===== src/rtl/mac_batch_arbiter_if.sv =====
// Client and accelerator signal bundle for mac_batch_arbiter.
// The slave modport is the arbiter's view; master is the surrounding environment.
interface mac_batch_arbiter_if #(
    parameter int OPW = 16,
    parameter int RW  = 34
);
    // Client request side
    logic               req_valid_0;
    logic               req_valid_1;
    logic               req_ready_0;
    logic               req_ready_1;
    logic [4*OPW-1:0]   req_a_0;
    logic [4*OPW-1:0]   req_a_1;
    logic [4*OPW-1:0]   req_b_0;
    logic [4*OPW-1:0]   req_b_1;

    // Client result side
    logic               res_valid_0;
    logic               res_valid_1;
    logic [RW-1:0]      res_data;

    // Accelerator MAC port
    logic               EN_mac;
    logic               RDY_mac;
    logic [OPW-1:0]     mac_vectA_0;
    logic [OPW-1:0]     mac_vectA_1;
    logic [OPW-1:0]     mac_vectA_2;
    logic [OPW-1:0]     mac_vectA_3;
    logic [OPW-1:0]     mac_vectB_0;
    logic [OPW-1:0]     mac_vectB_1;
    logic [OPW-1:0]     mac_vectB_2;
    logic [OPW-1:0]     mac_vectB_3;

    // Accelerator block-read / read-back port
    logic               EN_blockRead;
    logic               RDY_blockRead;
    logic               VALID_memVal;
    logic [RW-1:0]      memVal_data;

    // Status
    logic               owner;
    logic               busy;
    logic               err_spurious;

    modport slave (
        input  req_valid_0, req_valid_1, req_a_0, req_a_1, req_b_0, req_b_1,
        output req_ready_0, req_ready_1,
        output res_valid_0, res_valid_1, res_data,
        output EN_mac,
        input  RDY_mac,
        output mac_vectA_0, mac_vectA_1, mac_vectA_2, mac_vectA_3,
        output mac_vectB_0, mac_vectB_1, mac_vectB_2, mac_vectB_3,
        output EN_blockRead,
        input  RDY_blockRead, VALID_memVal, memVal_data,
        output owner, busy, err_spurious
    );

    modport master (
        output req_valid_0, req_valid_1, req_a_0, req_a_1, req_b_0, req_b_1,
        input  req_ready_0, req_ready_1,
        input  res_valid_0, res_valid_1, res_data,
        input  EN_mac,
        output RDY_mac,
        input  mac_vectA_0, mac_vectA_1, mac_vectA_2, mac_vectA_3,
        input  mac_vectB_0, mac_vectB_1, mac_vectB_2, mac_vectB_3,
        input  EN_blockRead,
        output RDY_blockRead, VALID_memVal, memVal_data,
        input  owner, busy, err_spurious
    );
endinterface


===== src/rtl/mac_batch_arbiter.sv =====
// Batch-granular arbiter sharing one dnn_accelerator MAC buffer between two
// clients: a grant covers BATCH issued dot products, the block read that
// follows, and the BATCH read-back beats routed to the owning client.
module mac_batch_arbiter #(
    parameter int OPW   = 16,
    parameter int RW    = 34,
    parameter int BATCH = 64,
    parameter int CW    = 7
) (
    input logic              CLK,
    input logic              RST_N,
    mac_batch_arbiter_if.slave bus
);

    typedef enum logic [2:0] {
        IDLE,
        ISSUE,
        WAIT_FULL,
        READ,
        DRAIN
    } stateT;

    stateT            state;
    stateT            nextState;
    logic             ownerQ;
    logic [CW-1:0]    issueCnt;
    logic [CW-1:0]    resCnt;
    logic             errQ;

    logic             anyReq;
    logic             grant;
    logic             lastIssue;
    logic             lastRes;
    logic             ownerValid;
    logic             macFire;
    logic             drainBeat;
    logic [4*OPW-1:0] ownerA;
    logic [4*OPW-1:0] ownerB;

    // State register
    always_ff @(posedge CLK or negedge RST_N) begin
        if (!RST_N) begin
            state <= IDLE;
        end else begin
            state <= nextState;
        end
    end

    // Next-state logic; grant prefers the client that did not hold the last batch
    always_comb begin
        anyReq    = bus.req_valid_0 | bus.req_valid_1;
        grant     = (bus.req_valid_0 & bus.req_valid_1) ? ~ownerQ : bus.req_valid_1;
        lastIssue = (issueCnt == CW'(BATCH - 1));
        lastRes   = (resCnt == CW'(BATCH - 1));
        nextState = state;
        unique case (state)
            IDLE:      if (anyReq) nextState = ISSUE;
            ISSUE:     if (macFire && lastIssue) nextState = WAIT_FULL;
            WAIT_FULL: if (bus.RDY_blockRead) nextState = READ;
            READ:      nextState = DRAIN;
            DRAIN:     if (drainBeat && lastRes) nextState = IDLE;
            default:   nextState = IDLE;
        endcase
    end

    // Output logic: owner mux, issue/read strobes, result routing, status
    always_comb begin
        ownerValid = ownerQ ? bus.req_valid_1 : bus.req_valid_0;
        ownerA     = ownerQ ? bus.req_a_1 : bus.req_a_0;
        ownerB     = ownerQ ? bus.req_b_1 : bus.req_b_0;
        macFire    = (state == ISSUE) && ownerValid && bus.RDY_mac;
        drainBeat  = (state == DRAIN) && bus.VALID_memVal;

        bus.EN_mac      = macFire;
        bus.req_ready_0 = macFire && !ownerQ;
        bus.req_ready_1 = macFire && ownerQ;

        bus.mac_vectA_0 = ownerA[0*OPW +: OPW];
        bus.mac_vectA_1 = ownerA[1*OPW +: OPW];
        bus.mac_vectA_2 = ownerA[2*OPW +: OPW];
        bus.mac_vectA_3 = ownerA[3*OPW +: OPW];
        bus.mac_vectB_0 = ownerB[0*OPW +: OPW];
        bus.mac_vectB_1 = ownerB[1*OPW +: OPW];
        bus.mac_vectB_2 = ownerB[2*OPW +: OPW];
        bus.mac_vectB_3 = ownerB[3*OPW +: OPW];

        bus.EN_blockRead = (state == READ);

        bus.res_valid_0 = drainBeat && !ownerQ;
        bus.res_valid_1 = drainBeat && ownerQ;
        bus.res_data    = bus.memVal_data;

        bus.owner        = ownerQ;
        bus.busy         = (state != IDLE);
        bus.err_spurious = errQ;
    end

    // Grant owner, batch counters and sticky spurious-beat flag
    always_ff @(posedge CLK or negedge RST_N) begin
        if (!RST_N) begin
            ownerQ   <= 1'b1;
            issueCnt <= '0;
            resCnt   <= '0;
            errQ     <= 1'b0;
        end else begin
            if (state == IDLE && anyReq) begin
                ownerQ <= grant;
            end
            if (macFire) begin
                issueCnt <= lastIssue ? '0 : issueCnt + 1'b1;
            end
            if (drainBeat) begin
                resCnt <= lastRes ? '0 : resCnt + 1'b1;
            end
            if (bus.VALID_memVal && state != DRAIN) begin
                errQ <= 1'b1;
            end
        end
    end

endmodule


===== src/flat_wrapper.sv =====
// flat-port wrapper written by rule: the top's interface ports become plain ports
module mac_batch_arbiter_flat 
#(
    parameter int OPW   = 16,
    parameter int RW    = 34,
    parameter int BATCH = 64,
    parameter int CW    = 7
)
  (CLK, RST_N, bus_req_valid_0, bus_req_valid_1, bus_req_a_0, bus_req_a_1, bus_req_b_0, bus_req_b_1, bus_req_ready_0, bus_req_ready_1, bus_res_valid_0, bus_res_valid_1, bus_res_data, bus_EN_mac, bus_RDY_mac, bus_mac_vectA_0, bus_mac_vectA_1, bus_mac_vectA_2, bus_mac_vectA_3, bus_mac_vectB_0, bus_mac_vectB_1, bus_mac_vectB_2, bus_mac_vectB_3, bus_EN_blockRead, bus_RDY_blockRead, bus_VALID_memVal, bus_memVal_data, bus_owner, bus_busy, bus_err_spurious);
  mac_batch_arbiter_if #(.OPW(OPW), .RW(RW)) bus_i ();
  input logic CLK;
  input logic RST_N;
  input wire logic [$bits(bus_i.req_valid_0)-1:0] bus_req_valid_0;
  input wire logic [$bits(bus_i.req_valid_1)-1:0] bus_req_valid_1;
  input wire logic [$bits(bus_i.req_a_0)-1:0] bus_req_a_0;
  input wire logic [$bits(bus_i.req_a_1)-1:0] bus_req_a_1;
  input wire logic [$bits(bus_i.req_b_0)-1:0] bus_req_b_0;
  input wire logic [$bits(bus_i.req_b_1)-1:0] bus_req_b_1;
  output wire logic [$bits(bus_i.req_ready_0)-1:0] bus_req_ready_0;
  output wire logic [$bits(bus_i.req_ready_1)-1:0] bus_req_ready_1;
  output wire logic [$bits(bus_i.res_valid_0)-1:0] bus_res_valid_0;
  output wire logic [$bits(bus_i.res_valid_1)-1:0] bus_res_valid_1;
  output wire logic [$bits(bus_i.res_data)-1:0] bus_res_data;
  output wire logic [$bits(bus_i.EN_mac)-1:0] bus_EN_mac;
  input wire logic [$bits(bus_i.RDY_mac)-1:0] bus_RDY_mac;
  output wire logic [$bits(bus_i.mac_vectA_0)-1:0] bus_mac_vectA_0;
  output wire logic [$bits(bus_i.mac_vectA_1)-1:0] bus_mac_vectA_1;
  output wire logic [$bits(bus_i.mac_vectA_2)-1:0] bus_mac_vectA_2;
  output wire logic [$bits(bus_i.mac_vectA_3)-1:0] bus_mac_vectA_3;
  output wire logic [$bits(bus_i.mac_vectB_0)-1:0] bus_mac_vectB_0;
  output wire logic [$bits(bus_i.mac_vectB_1)-1:0] bus_mac_vectB_1;
  output wire logic [$bits(bus_i.mac_vectB_2)-1:0] bus_mac_vectB_2;
  output wire logic [$bits(bus_i.mac_vectB_3)-1:0] bus_mac_vectB_3;
  output wire logic [$bits(bus_i.EN_blockRead)-1:0] bus_EN_blockRead;
  input wire logic [$bits(bus_i.RDY_blockRead)-1:0] bus_RDY_blockRead;
  input wire logic [$bits(bus_i.VALID_memVal)-1:0] bus_VALID_memVal;
  input wire logic [$bits(bus_i.memVal_data)-1:0] bus_memVal_data;
  output wire logic [$bits(bus_i.owner)-1:0] bus_owner;
  output wire logic [$bits(bus_i.busy)-1:0] bus_busy;
  output wire logic [$bits(bus_i.err_spurious)-1:0] bus_err_spurious;
  assign bus_i.req_valid_0 = bus_req_valid_0;
  assign bus_i.req_valid_1 = bus_req_valid_1;
  assign bus_i.req_a_0 = bus_req_a_0;
  assign bus_i.req_a_1 = bus_req_a_1;
  assign bus_i.req_b_0 = bus_req_b_0;
  assign bus_i.req_b_1 = bus_req_b_1;
  assign bus_req_ready_0 = bus_i.req_ready_0;
  assign bus_req_ready_1 = bus_i.req_ready_1;
  assign bus_res_valid_0 = bus_i.res_valid_0;
  assign bus_res_valid_1 = bus_i.res_valid_1;
  assign bus_res_data = bus_i.res_data;
  assign bus_EN_mac = bus_i.EN_mac;
  assign bus_i.RDY_mac = bus_RDY_mac;
  assign bus_mac_vectA_0 = bus_i.mac_vectA_0;
  assign bus_mac_vectA_1 = bus_i.mac_vectA_1;
  assign bus_mac_vectA_2 = bus_i.mac_vectA_2;
  assign bus_mac_vectA_3 = bus_i.mac_vectA_3;
  assign bus_mac_vectB_0 = bus_i.mac_vectB_0;
  assign bus_mac_vectB_1 = bus_i.mac_vectB_1;
  assign bus_mac_vectB_2 = bus_i.mac_vectB_2;
  assign bus_mac_vectB_3 = bus_i.mac_vectB_3;
  assign bus_EN_blockRead = bus_i.EN_blockRead;
  assign bus_i.RDY_blockRead = bus_RDY_blockRead;
  assign bus_i.VALID_memVal = bus_VALID_memVal;
  assign bus_i.memVal_data = bus_memVal_data;
  assign bus_owner = bus_i.owner;
  assign bus_busy = bus_i.busy;
  assign bus_err_spurious = bus_i.err_spurious;
  mac_batch_arbiter #(.OPW(OPW), .RW(RW), .BATCH(BATCH), .CW(CW)) u_core (.CLK(CLK), .RST_N(RST_N), .bus(bus_i));
endmodule

===== config.mk =====
export PLATFORM = sky130hd
export DESIGN_NAME = mac_batch_arbiter_flat
export DESIGN_NICKNAME = d
export VERILOG_FILES = /design/src/rtl/mac_batch_arbiter_if.sv /design/src/rtl/mac_batch_arbiter.sv /design/src/flat_wrapper.sv
export SDC_FILE = /design/constraint.sdc
export NUM_CORES = 1
export LEC_CHECK = 0
export ABC_CLOCK_PERIOD_IN_PS = 2200
export CAP_MARGIN = 40
export CORE_AREA = 3 3 179 181
export CTS_BUF_LIST = sky130_fd_sc_hd__clkbuf_8
export CTS_CLUSTER_DIAMETER = 40
export DETAILED_ROUTE_END_ITERATION = 10
export DIE_AREA = 0 0 182 184
export GPL_TIMING_DRIVEN = 0
export PLACE_DENSITY_LB_ADDON = 0.2
export SYNTH_ARGS = -nofsm -noshare
export SYNTH_HDL_FRONTEND = slang
export SYNTH_SLANG_ARGS = --single-unit

===== constraint.sdc =====
create_clock -name CLK -period 2.2 [get_ports CLK]
set_input_delay 0.33 -clock CLK [delete_from_list [all_inputs] [get_ports CLK]]
set_output_delay 0.33 -clock CLK [all_outputs]
set_load 0.02 [all_outputs]

# ---- Word-level counts from Yosys, hierarchy flattened
# Index checks and enable logic that the tools add are counted.
dict set report totals {
  output_inout_bits 171
  in_bits 297
  elab_cells 47
  regBits 19
}
dict set report classes {
  eq_ne 11
  muxes 11
  reduce_logical 15
  add_sub_neg 2
  n_bitwise 3
}
# op count
set ops {}
lappend ops {{64-bit 2-to-1 mux} 2}
lappend ops {{3-bit case mux with 5 select lines} 1}
lappend ops {{7-bit by 1-bit adder with 7-bit output (second input constant)} 2}
lappend ops {{7-bit by 6-bit == test with 1-bit output (second input constant)} 2}
lappend ops {{7-bit 2-to-1 mux} 2}
lappend ops {{3-bit 2-to-1 mux} 4}
lappend ops {{1-bit logical AND} 11}
lappend ops {{3-bit by 2-bit == test with 1-bit output (second input constant)} 2}
lappend ops {{2-bit by 1-bit != test with 1-bit output (second input constant)} 3}
lappend ops {{4-bit AND reduction} 1}
lappend ops {{3-bit by 1-bit == test with 1-bit output (second input constant)} 1}
lappend ops {{3-bit == test (second input constant)} 1}
lappend ops {{3-bit logical NOT} 1}
lappend ops {{3-bit != test (second input constant)} 1}
lappend ops {{3-bit nonzero test} 1}
lappend ops {{1-bit 2-to-1 mux} 2}
lappend ops {{2-bit != test (second input constant)} 1}
lappend ops {{1-bit bitwise AND} 1}
lappend ops {{1-bit logical NOT} 1}
lappend ops {{1-bit NOT} 1}
lappend ops {{1-bit OR} 1}

# ---- Logic depth before layout (Yosys ltp)
# Gate-level depths: netlist of run 1.
dict set report logic_depth {
  ltp_word 6
  mapped_depth 5
}

# ---- Worst setup path before layout of run 1
# No wires, ideal clock.
dict set report synth_path {
  path_type {flip-flop to output port}
  start {register u_core.ownerQ (netlist: u_core.bus.owner)}
  end {output bus_mac_vectA_3[5]}
  required_ns 1.870
  arrival_time_ns 1.508
  slack_ns 0.362
  path_stages_with_launch 5
  n_path_buf 3
  cell_sequence {dfstp_2 > buf_6 > buf_2 > buf_2 > mux2_2}
}
dict set report synth_via {
  elab_chain_len 1
}
# element line
set synth_lines {}
lappend synth_lines {{start, declared} mac_batch_arbiter.sv:25} ;# logic ownerQ;
lappend synth_lines {{start signal, assigned} mac_batch_arbiter.sv:107} ;# ownerQ <= grant;
lappend synth_lines {{64-bit 2-to-1 mux} mac_batch_arbiter.sv:69} ;# ownerA = ownerQ ? bus.req_a_1 : bus.req_a_0;
lappend synth_lines {{end, declared} flat_wrapper.sv:29} ;# output wire logic [$bits(bus_i.mac_vectA_3)-1:0] bus_mac_vectA_3;
# No other way between the ends.

# ---- Worst setup path after layout of run 1
dict set report layout_path {
  start {register u_core.ownerQ (netlist: u_core.bus.owner)}
  end {output bus_mac_vectA_0[13]}
}
dict set report layout_via {
  elab_chain_len 1
}
# element line
set layout_lines {}
lappend layout_lines {{64-bit 2-to-1 mux} mac_batch_arbiter.sv:69}
lappend layout_lines {{end, declared} flat_wrapper.sv:26} ;# output wire logic [$bits(bus_i.mac_vectA_0)-1:0] bus_mac_vectA_0;
# No other way between the ends.

==> flow_summary.toml, run 1 <==
[yosys]
postSynthCellCount = 281
synth-xor-area-share_pct = 1.219
synth_area_per_cell_um2 = 10.23
synth_top_family_by_area = "multiplexers"
syn_area_mm2 = 0.002874
synth_fa_ha_area_share_pct = 0.8707
synth_top_area_share_pct = 50.15
synthMuxAreaShare_pct = 51.89
synth_cell_types = 42
syn_nets = 580
synth.area.top_cells = "mux2_2 (50%), dfrtp_1 (16%), buf_4 (10%), buf_2 (1.7%), xnor2_1 (1.2%)"
synth_seq_cells = 19
synth-simple-area-share_pct = 11.06
yosysSeqAreaShare_pct = 16.59
synth_async_sr_flop_share_pct = 100.0
yosysWarnings = 0
synth-edff-count = 0
yosysTopAreaCell = "mux2_2"
synth_compound_area_share_pct = 5.007
dominantRegCellSynth = "dfrtp_1"

[detailed_routing]
first_pass_iters = 4
post_drt_wl_per_cell_um = 21.21
num_vias = 3956
finalWirelength_um = 23920
drtIter0Drc = 72
vias_per_cell = 3.507
ant_nets = 0
drcViolationCount = 0

[timing]
slew_headroom_pct = 72.84
fin_crit_sh_pct = 99.39
slew_violations = 0
hold_slack_ns = 0.3383
finClkSkew_ns = 0.007926
rsz0062_at_grt = "yes"
fin_crit_ns = 2.187
finalSetupViolations = 0
fmax_mhz = 457.3
fin_setup_tns_ns = 0
final.setup.worst_slack_ns = 0.01344
hold_violations = 0
tightest_slew_ns = 0.4062

[final_layout]
layout.nets = 1025
syn_to_final_growth_pct = 164.2
fin_area_mm2 = 0.007592
drive_above_1_share_pct = 45.93
fin_util_pct = 24.82

[placement]
io_buffers = 433
gp_congestion = 0.7426
dp_hpwl_um = 21430
dpl-instance-area_mm2 = 0.007719
pre_cts_slack_ns = -0.5110

[pwr]
p_seq_share_pct = 22.2
leakage_nw = 3.101
cell_internal_pwr_w = 0.001309
switching_share_pct = 34.02
power.density_mw_per_mm2 = 261.4
comb_power_share_pct = 65.3
ir_worst_vdd_mv = 0.1851
clkPwrFrac_pct = 12.5
switchingPower_w = 0.0006752

[critical_path]
endpoint_kind = "output pin"
start_kind = "flip-flop"
path_max_fanout = 10
required_ns = 1.87
slowest_stage = "dfstp_2"
crit_type = "reg2out"
crit_start = "u_core.bus.owner"
critPathMaxStageDelay_ns = 0.62
cp.arrival_ns = 1.86
worstPathCellList = "buf_12 -> buf_12 -> buf_12 -> mux2_2 -> buf_4"
r2r_start = "u_core.bus.owner"
cp_common_cell = "buf_12"

[job]
cap_violations = 0

[clocking]
cts_htree_levels = 1
clkLatencyLatePin_ns = 0.26
cts_tree = "done"
clock_sink_count = 19
path_clk_slew_ns = 0.08
cts_hold_buf = 0
root_buffer = "clkbuf_8"
clock_path_buffers = 2
numCtsBuffers = 3

[floorplanning]
die_h_um = 184
die_w_um = 182
ios = 468
rows = 64
core_mm2 = 0.03059
dieArea_mm2 = 0.03349
start_util_pct = 9.395

[min_path]
hp-class = "in2async"

[outcome]
run_status = "finished clean"

[grt]
grt_max_degree = 14
grt_pass1_wl_um = 30180
grt_pass1_vias = 4033
grt_use_total_pct = 12.59
grt-ovfl-total = 0
antenna_found_initial = 19
[cell usage after synthesis (3+ instances only)]
library cell    n
mux2_2        128
a21oi_1         3
xnor2_1         4
nand3b_1        3
nand2_1         9
dfrtp_1        18
a31oi_1         3
o21ai_0         5
buf_2          10
nor3_1          3
buf_4          40
nor2_1          3
nand3_1         4
inv_1           3
and2_1          5
nand4_1         3
and3_1          3
[sequential cells by signal (all words and copies together) (netlist names)]
register	cells
u_core.resCnt	7
u_core.bus.owner	1
u_core.issueCnt	7
u_core.bus.err_spurious	1
u_core.state	3
[area by class of cell]
cell class,count,area [µm²]
Sequential cell,19,476.7
Fill cell,3362,23000
Buffer,50,478.0
Tap cell,396,495.5
Inverter,3,11.26
Antenna cell,7,17.52
Multi-Input combinational cell,207,2072
Clock buffer,3,41.29
Timing Repair Buffer,442,3996
Clock inverter,1,3.754
[what timing repair did]
action                     CTS  global route
setup endpoints to repair  134            73
cloned                       0             1
buffers inserted             5             2
gates resized for setup    389           190
[worst max-delay path: cells and delay by family, from the launching register on]
kind / cells / cell delay, ns
multiplexers: 1 / 0.36
buffers and inverters: 4 / 0.61
flip-flops: 1 / 0.62
[final timing paths]
kind / to / slack, ns / depth (start not counted)
min in group CLK: u_core.bus.err_spurious / 0.46 / 1
max in group asynchronous: u_core.bus.owner / 1.38 / 2
max: bus_mac_vectA_0[13] / 0.01 / 5
max reg2reg: u_core.state[1] / 0.35 / 6
min: u_core.resCnt[6] / 0.34 / 1
min reg2reg: u_core.bus.err_spurious / 0.46 / 1
[through the flow]
| step | std cells | total power (W) |
|---|---|---|
| 6_report | 1128 | 0.001984 |
| 5_1_grt | 1122 | 0.002099 |
| 4_1_cts | 1120 | 0.001997 |
| 2_1_floorplan | 281 | 0.0009333 |
| 3_3_place_gp | 1110 | 0.001821 |
| 3_5_place_dp | 1111 | 0.001824 |
[layer usage]
layer / share of wire (%) / track usage [%] / vias to the layer above / wire [µm]
met4: 0.025 / 0.2742 / 12 / 6
met1: 38 / 14.58 / 1769 / 9088
li1: - / - / 1901 / -
met3: 15 / 8.013 / 12 / 3489
met2: 47 / 20.91 / 262 / 11260
met5: 0.32 / 0 / - / 76
[cells in the final DEF (no fill, tap or decap), types with 3 or more instances in the layout]
master and n:
a21oi_1 3, nand3_1 4, clkbuf_8 3, nor2_1 3, nand4_1 3, buf_2 32, and3_1 3, buf_12 7
nand3b_1 3, diode_2 7, xnor2_1 4, buf_4 46, and2_1 5, clkdlybuf4s15_2 7, dfrtp_1 18, buf_6 32
clkbuf_2 64, clkdlybuf4s50_1 299, inv_1 4, o21ai_0 5, nand2_1 9, a31oi_1 3, mux2_4 15, mux2_2 115
[logic make-up after synthesis]
kind of cell	after synthesis
flops	19
simple gates	49
compound gates	20
mux	132
buf+inv	55
fa+ha+maj	2
xor+xnor	4
[power groups by stage]
| stage | registers [W] | clock network (W) | logic (W) |
|---|---|---|---|
| after floorplan | 0.000434 | 0 | 0.000500 |
| after global placement | 0.000448 | 0 | 0.00137 |
| after detailed placement | 0.000448 | 0 | 0.00138 |
| after CTS | 0.000441 | 0.000261 | 0.00129 |
| after global routing | 0.000449 | 0.000279 | 0.00137 |
| final | 0.000441 | 0.000247 | 0.00130 |
(Power assumes the default switching activity.)
==> run 2: changes to the inputs <==
--- a/config.mk
+++ b/config.mk
@@ -5,13 +5,13 @@
 export SDC_FILE = /design/constraint.sdc
 export NUM_CORES = 1
 export LEC_CHECK = 0
-export ABC_CLOCK_PERIOD_IN_PS = 2200
+export ABC_CLOCK_PERIOD_IN_PS = 2000
 export CAP_MARGIN = 40
-export CORE_AREA = 3 3 179 181
+export CORE_AREA = 3 3 181 183
 export CTS_BUF_LIST = sky130_fd_sc_hd__clkbuf_8
 export CTS_CLUSTER_DIAMETER = 40
 export DETAILED_ROUTE_END_ITERATION = 10
-export DIE_AREA = 0 0 182 184
+export DIE_AREA = 0 0 184 186
 export GPL_TIMING_DRIVEN = 0
 export PLACE_DENSITY_LB_ADDON = 0.2
 export SYNTH_ARGS = -nofsm -noshare
==> constraint.sdc (replaced) <==
create_clock -name CLK -period 2 [get_ports CLK]
set_input_delay 0.3 -clock CLK [delete_from_list [all_inputs] [get_ports CLK]]
set_output_delay 0.3 -clock CLK [all_outputs]
set_load 0.02 [all_outputs]
==> run 2 against run 1 <==
Die area is 2.2% higher. Sequential share of layout area is 0.84 points lower. Routed wire length is 7.8% higher. Total power is 18% higher. Critical endpoint unchanged. Largest cell class unchanged. Clock skew is 0.0068 ns lower. Cell area is 16% higher. Via count is 5.3% higher. Flip-flop and latch count stayed put. Sequential power is 10% higher. Register-to-register slack worse by 0.24 ns. The flow now finishes with violations (setup timing). Non-clock buffer count is 27 higher. Critical path depth stayed put.
==> flow_summary.toml, run 2 (synthesized netlist as in run 1, its figures left out) <==
[outcome]
run_status = "finished, violations left"
violations = "setup timing"

[grt]
grt_pass1_vias = 4080
grt-ovfl-total = 0
grt_pass1_wl_um = 30240
grt_max_degree = 16
antenna_found_initial = 15
grt_use_total_pct = 12.53

[detailed_routing]
drtIter0Drc = 134
first_pass_iters = 4
ant_nets = 0
vias_per_cell = 3.601
post_drt_wl_per_cell_um = 22.30
finalWirelength_um = 25800
drcViolationCount = 0
num_vias = 4166

[pwr]
leakage_nw = 3.676
power.density_mw_per_mm2 = 267.9
design_power_total_w = 0.002349
ir_worst_vdd_mv = 0.2139

[clocking]
cts_hold_buf = 0
numCtsBuffers = 3
clock_path_buffers = 2
cts_tree = "done"
clock_sink_count = 19
cts_htree_levels = 1
path_clk_slew_ns = 0.07
root_buffer = "clkbuf_8"
clkLatencyLatePin_ns = 0.25

[floorplanning]
ios = 468
start_util_pct = 9.155
core_mm2 = 0.03139
die_w_um = 184
die_h_um = 186
dieArea_mm2 = 0.03422
rows = 65

[placement]
dpl-instance-area_mm2 = 0.007739
dp_cells = 1117
dp_hpwl_um = 22000
io_buffers = 433
gp_congestion = 0.8020

[critical_path]
endpoint_kind = "output pin"
required_ns = 1.70
crit_type = "reg2out"
start_kind = "flip-flop"
cp.arrival_ns = 1.83
path_max_fanout = 6

[final_layout]
layout.nets = 1052
fin_cells = 1157
top_regs = "u_core.issueCnt x7, u_core.resCnt x7, u_core.state x3"
final_common_cell = "clkdlybuf4s50_1"
fin_area_mm2 = 0.008770
syn_to_final_growth_pct = 205.1
fillers = 3331
final_cell_mix = "clkdlybuf4s50_1 (298), buf_6 (97), mux2_4 (86), buf_4 (51), mux2_2 (44)"
drive_above_1_share_pct = 48.01

[timing]
fmax_mhz = 469.5
fin_crit_sh_pct = 106.5
fin_crit_ns = 2.130
slew_headroom_pct = 76.66
tightest_slew_ns = 0.3412
hold_slack_ns = 0.3139
hold_violations = 0
final.setup.worst_slack_ns = -0.1299
rsz0062_at_grt = "yes"
finalSetupViolations = 101
slew_violations = 0
finClkSkew_ns = 0.001161

[min_path]
hp-class = "in2async"

[job]
cap_violations = 0
-- run 2: timing repair --
action,in CTS,in global routing
setup endpoints to repair,135,132
resized for setup,421,472
buffers inserted,3,17
hold endpoints to repair,0,0
cloned,1,12
-- run 2: metrics by stage --
stage | worst slack [ns] | util [%] | TNS [ns]
finish | -0.1299 | 27.94 | -7.063
global placement | -0.7681 | 24.56 | -52.47
detailed placement | -0.7604 | 24.65 | -51.86
global route | -0.1857 | 27.91 | -14.87
floorplan | 0.1922 | - | 0
CTS | -0.2079 | 24.56 | -17.66
-- run 2: area by class of cell --
class / instances / area, µm² / area share, %
antenna: 3 / 7.507 / 0.08560
buffer: 52 / 576.8 / 6.577
clock buffer: 3 / 41.29 / 0.4708
clock inverter: 1 / 3.754 / 0.04280
inverter: 3 / 11.26 / 0.1284
multi-input combinational: 207 / 2338 / 26.67
sequential: 19 / 476.7 / 5.436
tap: 402 / 503.0 / 5.735
timing repair buffer: 467 / 4811 / 54.86
-- run 2: final timing paths --
kind	cells after the start	to	slack, ns	startpoint
worst max register to register	6	u_core.state[0]	0.11	u_core.bus.owner
worst min-delay path	1	u_core.resCnt[1]	0.31	RST_N
max in group asynchronous	2	u_core.bus.owner	1.21	RST_N
worst max-delay path	5	bus_mac_vectA_0[13]	-0.13	u_core.bus.owner
min in group CLK	1	u_core.bus.err_spurious	0.47	u_core.bus.err_spurious
worst min register to register	1	u_core.bus.err_spurious	0.47	u_core.bus.err_spurious
-- run 2: power breakdown --
part / switching, W / leakage [nW] / internal (W)
sequential: 0.0000574 / 0.243 / 0.000430
combinational: 0.000587 / 3.41 / 0.00102
clock: 0.000123 / 0.0269 / 0.000136
-- run 2: worst max-delay path, cell delays in order, from the launching register on --
cell and delay (ns):
dfstp_2 0.60, clkbuf_16 0.20, clkbuf_16 0.17, clkbuf_16 0.15
mux2_4 0.31, buf_6 0.14
-- run 2: metal layers --
| layer | global-route usage [%] | up-vias | wire length, µm |
|---|---|---|---|
| met5 | 0 | - | 40 |
| met4 | 0.3629 | 6 | 86 |
| met3 | 5.062 | 12 | 2716 |
| met2 | 19.83 | 262 | 11840 |
| met1 | 17.00 | 1931 | 11110 |
| li1 | - | 1955 | - |
==> run 3: changes to the inputs <==
--- a/config.mk
+++ b/config.mk
@@ -14,6 +14,7 @@
 export DIE_AREA = 0 0 184 186
 export GPL_TIMING_DRIVEN = 0
 export PLACE_DENSITY_LB_ADDON = 0.2
+export SLEW_MARGIN = 20
 export SYNTH_ARGS = -nofsm -noshare
 export SYNTH_HDL_FRONTEND = slang
 export SYNTH_SLANG_ARGS = --single-unit
==> run 3 against run 2 <==
The flow still finishes with violations (setup timing). Core utilization fell by 0.20 points. Register-to-register slack barely moved. Largest power group unchanged. Highest routed layer unchanged. Sequential share of layout area barely moved.
==> flow_summary.toml, run 3 (synthesized netlist as in run 1, its figures left out) <==
[timing]
finClkSkew_ns = 0.001335
slew_headroom_pct = 74.80
hold_slack_ns = 0.3009
tightest_slew_ns = 0.3685
fin_crit_ns = 2.114
rsz0062_at_grt = "yes"
final.setup.worst_slack_ns = -0.1140
finalSetupViolations = 96
slew_violations = 0
hold_violations = 0
fmax_mhz = 473.0
fin_crit_sh_pct = 105.7

[critical_path]
cp.arrival_ns = 1.81
r2r_start = "u_core.bus.owner"
path_max_fanout = 5
crit_type = "reg2out"
endpoint_kind = "output pin"
regToRegSetupSlack_ns = 0.12
r2r_cells = 6
r2r_end = "u_core.state[1]"
required_ns = 1.70
start_kind = "flip-flop"

[detailed_routing]
vias_per_cell = 3.548
first_pass_iters = 4
drcViolationCount = 0
num_vias = 4091
finalWirelength_um = 25470
post_drt_wl_per_cell_um = 22.09
drtIter0Drc = 80
ant_nets = 0

[clocking]
clock_path_buffers = 2
root_buffer = "clkbuf_8"
path_clk_slew_ns = 0.07
numCtsBuffers = 3
cts_htree_levels = 1
cts_tree = "done"
clkLatencyLatePin_ns = 0.25
clock_sink_count = 19

[final_layout]
final_cell_mix = "clkdlybuf4s50_1 (298), buf_6 (104), mux2_4 (86), buf_4 (45), mux2_2 (44)"
drive_above_1_share_pct = 47.79
syn_to_final_growth_pct = 203.0
final_common_cell = "clkdlybuf4s50_1"
fin_area_mm2 = 0.008708
fillers = 3338
fin_cells = 1153
top_regs = "u_core.issueCnt x7, u_core.resCnt x7, u_core.state x3"
layout.nets = 1047

[placement]
dp_cells = 1117
io_buffers = 433
dpl-instance-area_mm2 = 0.007726
dp_hpwl_um = 21910
gp_congestion = 0.8020

[floorplanning]
rows = 65
dieArea_mm2 = 0.03422
ios = 468
start_util_pct = 9.155
die_w_um = 184
die_h_um = 186
core_mm2 = 0.03139

[pwr]
ir_worst_vdd_mv = 0.2362
power.density_mw_per_mm2 = 269.6
design_power_total_w = 0.002348
leakage_nw = 3.637

[outcome]
violations = "setup timing"
run_status = "finished, violations left"

[min_path]
hp-class = "in2async"

[grt]
grt_max_degree = 15
grt_pass1_wl_um = 30450
grt_use_total_pct = 12.53
antenna_found_initial = 18
grt_pass1_vias = 4089
grt-ovfl-total = 0

[job]
cap_violations = 0
[run 3: changes by cell type in the layout (fill, tap and decap cells not counted)]
cell	change
diode_2	+1
buf_16	-1
clkbuf_16	-1
and3_4	+1
clkbuf_2	-1
buf_4	-6
buf_12	-2
and3_1	-1
buf_2	-1
buf_6	+7
[run 3: per-stage QoR]
step	setup TNS (ns)	worst slack, ns	utilization (%)
finish	-6.763	-0.1140	27.74
global route	-14.03	-0.1722	27.71
CTS	-14.55	-0.1948	24.81
detailed placement	-50.33	-0.7488	24.61
global placement	-52.47	-0.7681	24.56
floorplan	0	0.1922	-
[run 3: critical path, stage by stage (launching register included)]
cell       delay, ns
dfstp_2         0.60
clkbuf_16       0.19
buf_16          0.15
clkbuf_16       0.16
mux2_4          0.31
buf_6           0.14
[run 3: per-layer routing]
layer  GRT usage (%)  wire (µm)  vias up
met4          0.2117         58       10
li1                -          -     1940
met5               0         59        -
met3           5.316       2995       14
met2           19.94      11680      253
met1           16.83      10670     1874
[run 3: how the worst max path moves through the flow]
stage / start / to / cells past startpoint
after CTS: u_core.bus.owner / bus_mac_vectA_2[12] / 5
final: u_core.bus.owner / bus_mac_vectA_2[1] / 5
after detailed placement: u_core.bus.owner / bus_mac_vectA_3[6] / 5
after floorplan: u_core.bus.owner / bus_mac_vectA_3[5] / 4
after global routing: u_core.bus.owner / bus_mac_vectA_0[9] / 5
after global placement: u_core.bus.owner / bus_mac_vectA_3[6] / 5
[run 3: power breakdown]
group | switching, W | internal, W
combinational | 0.000586 | 0.00101
sequential | 0.0000569 | 0.000430
clock | 0.000125 | 0.000136
total | 0.000767 | 0.00158
[run 3: timing repair]
item,CTS,global route
setup endpoints to repair,135,133
endpoints found under the hold margin,0,0
gates resized for setup,521,367
cloned,1,11
hold buffers,0,0
setup buffers,5,12
pin swaps,0,0
[run 3: area by class of cell]
cell class                 instances  area (µm²)  area share [%]
timing repair buffer             462        4746           54.50
tap                              402       503.0           5.776
antenna                            4       10.01          0.1149
inverter                           3       11.26          0.1293
clock inverter                     1       3.754         0.04310
buffer                            52       573.1           6.580
sequential                        19       476.7           5.474
multi-input combinational        207        2344           26.91
clock buffer                       3       41.29          0.4741
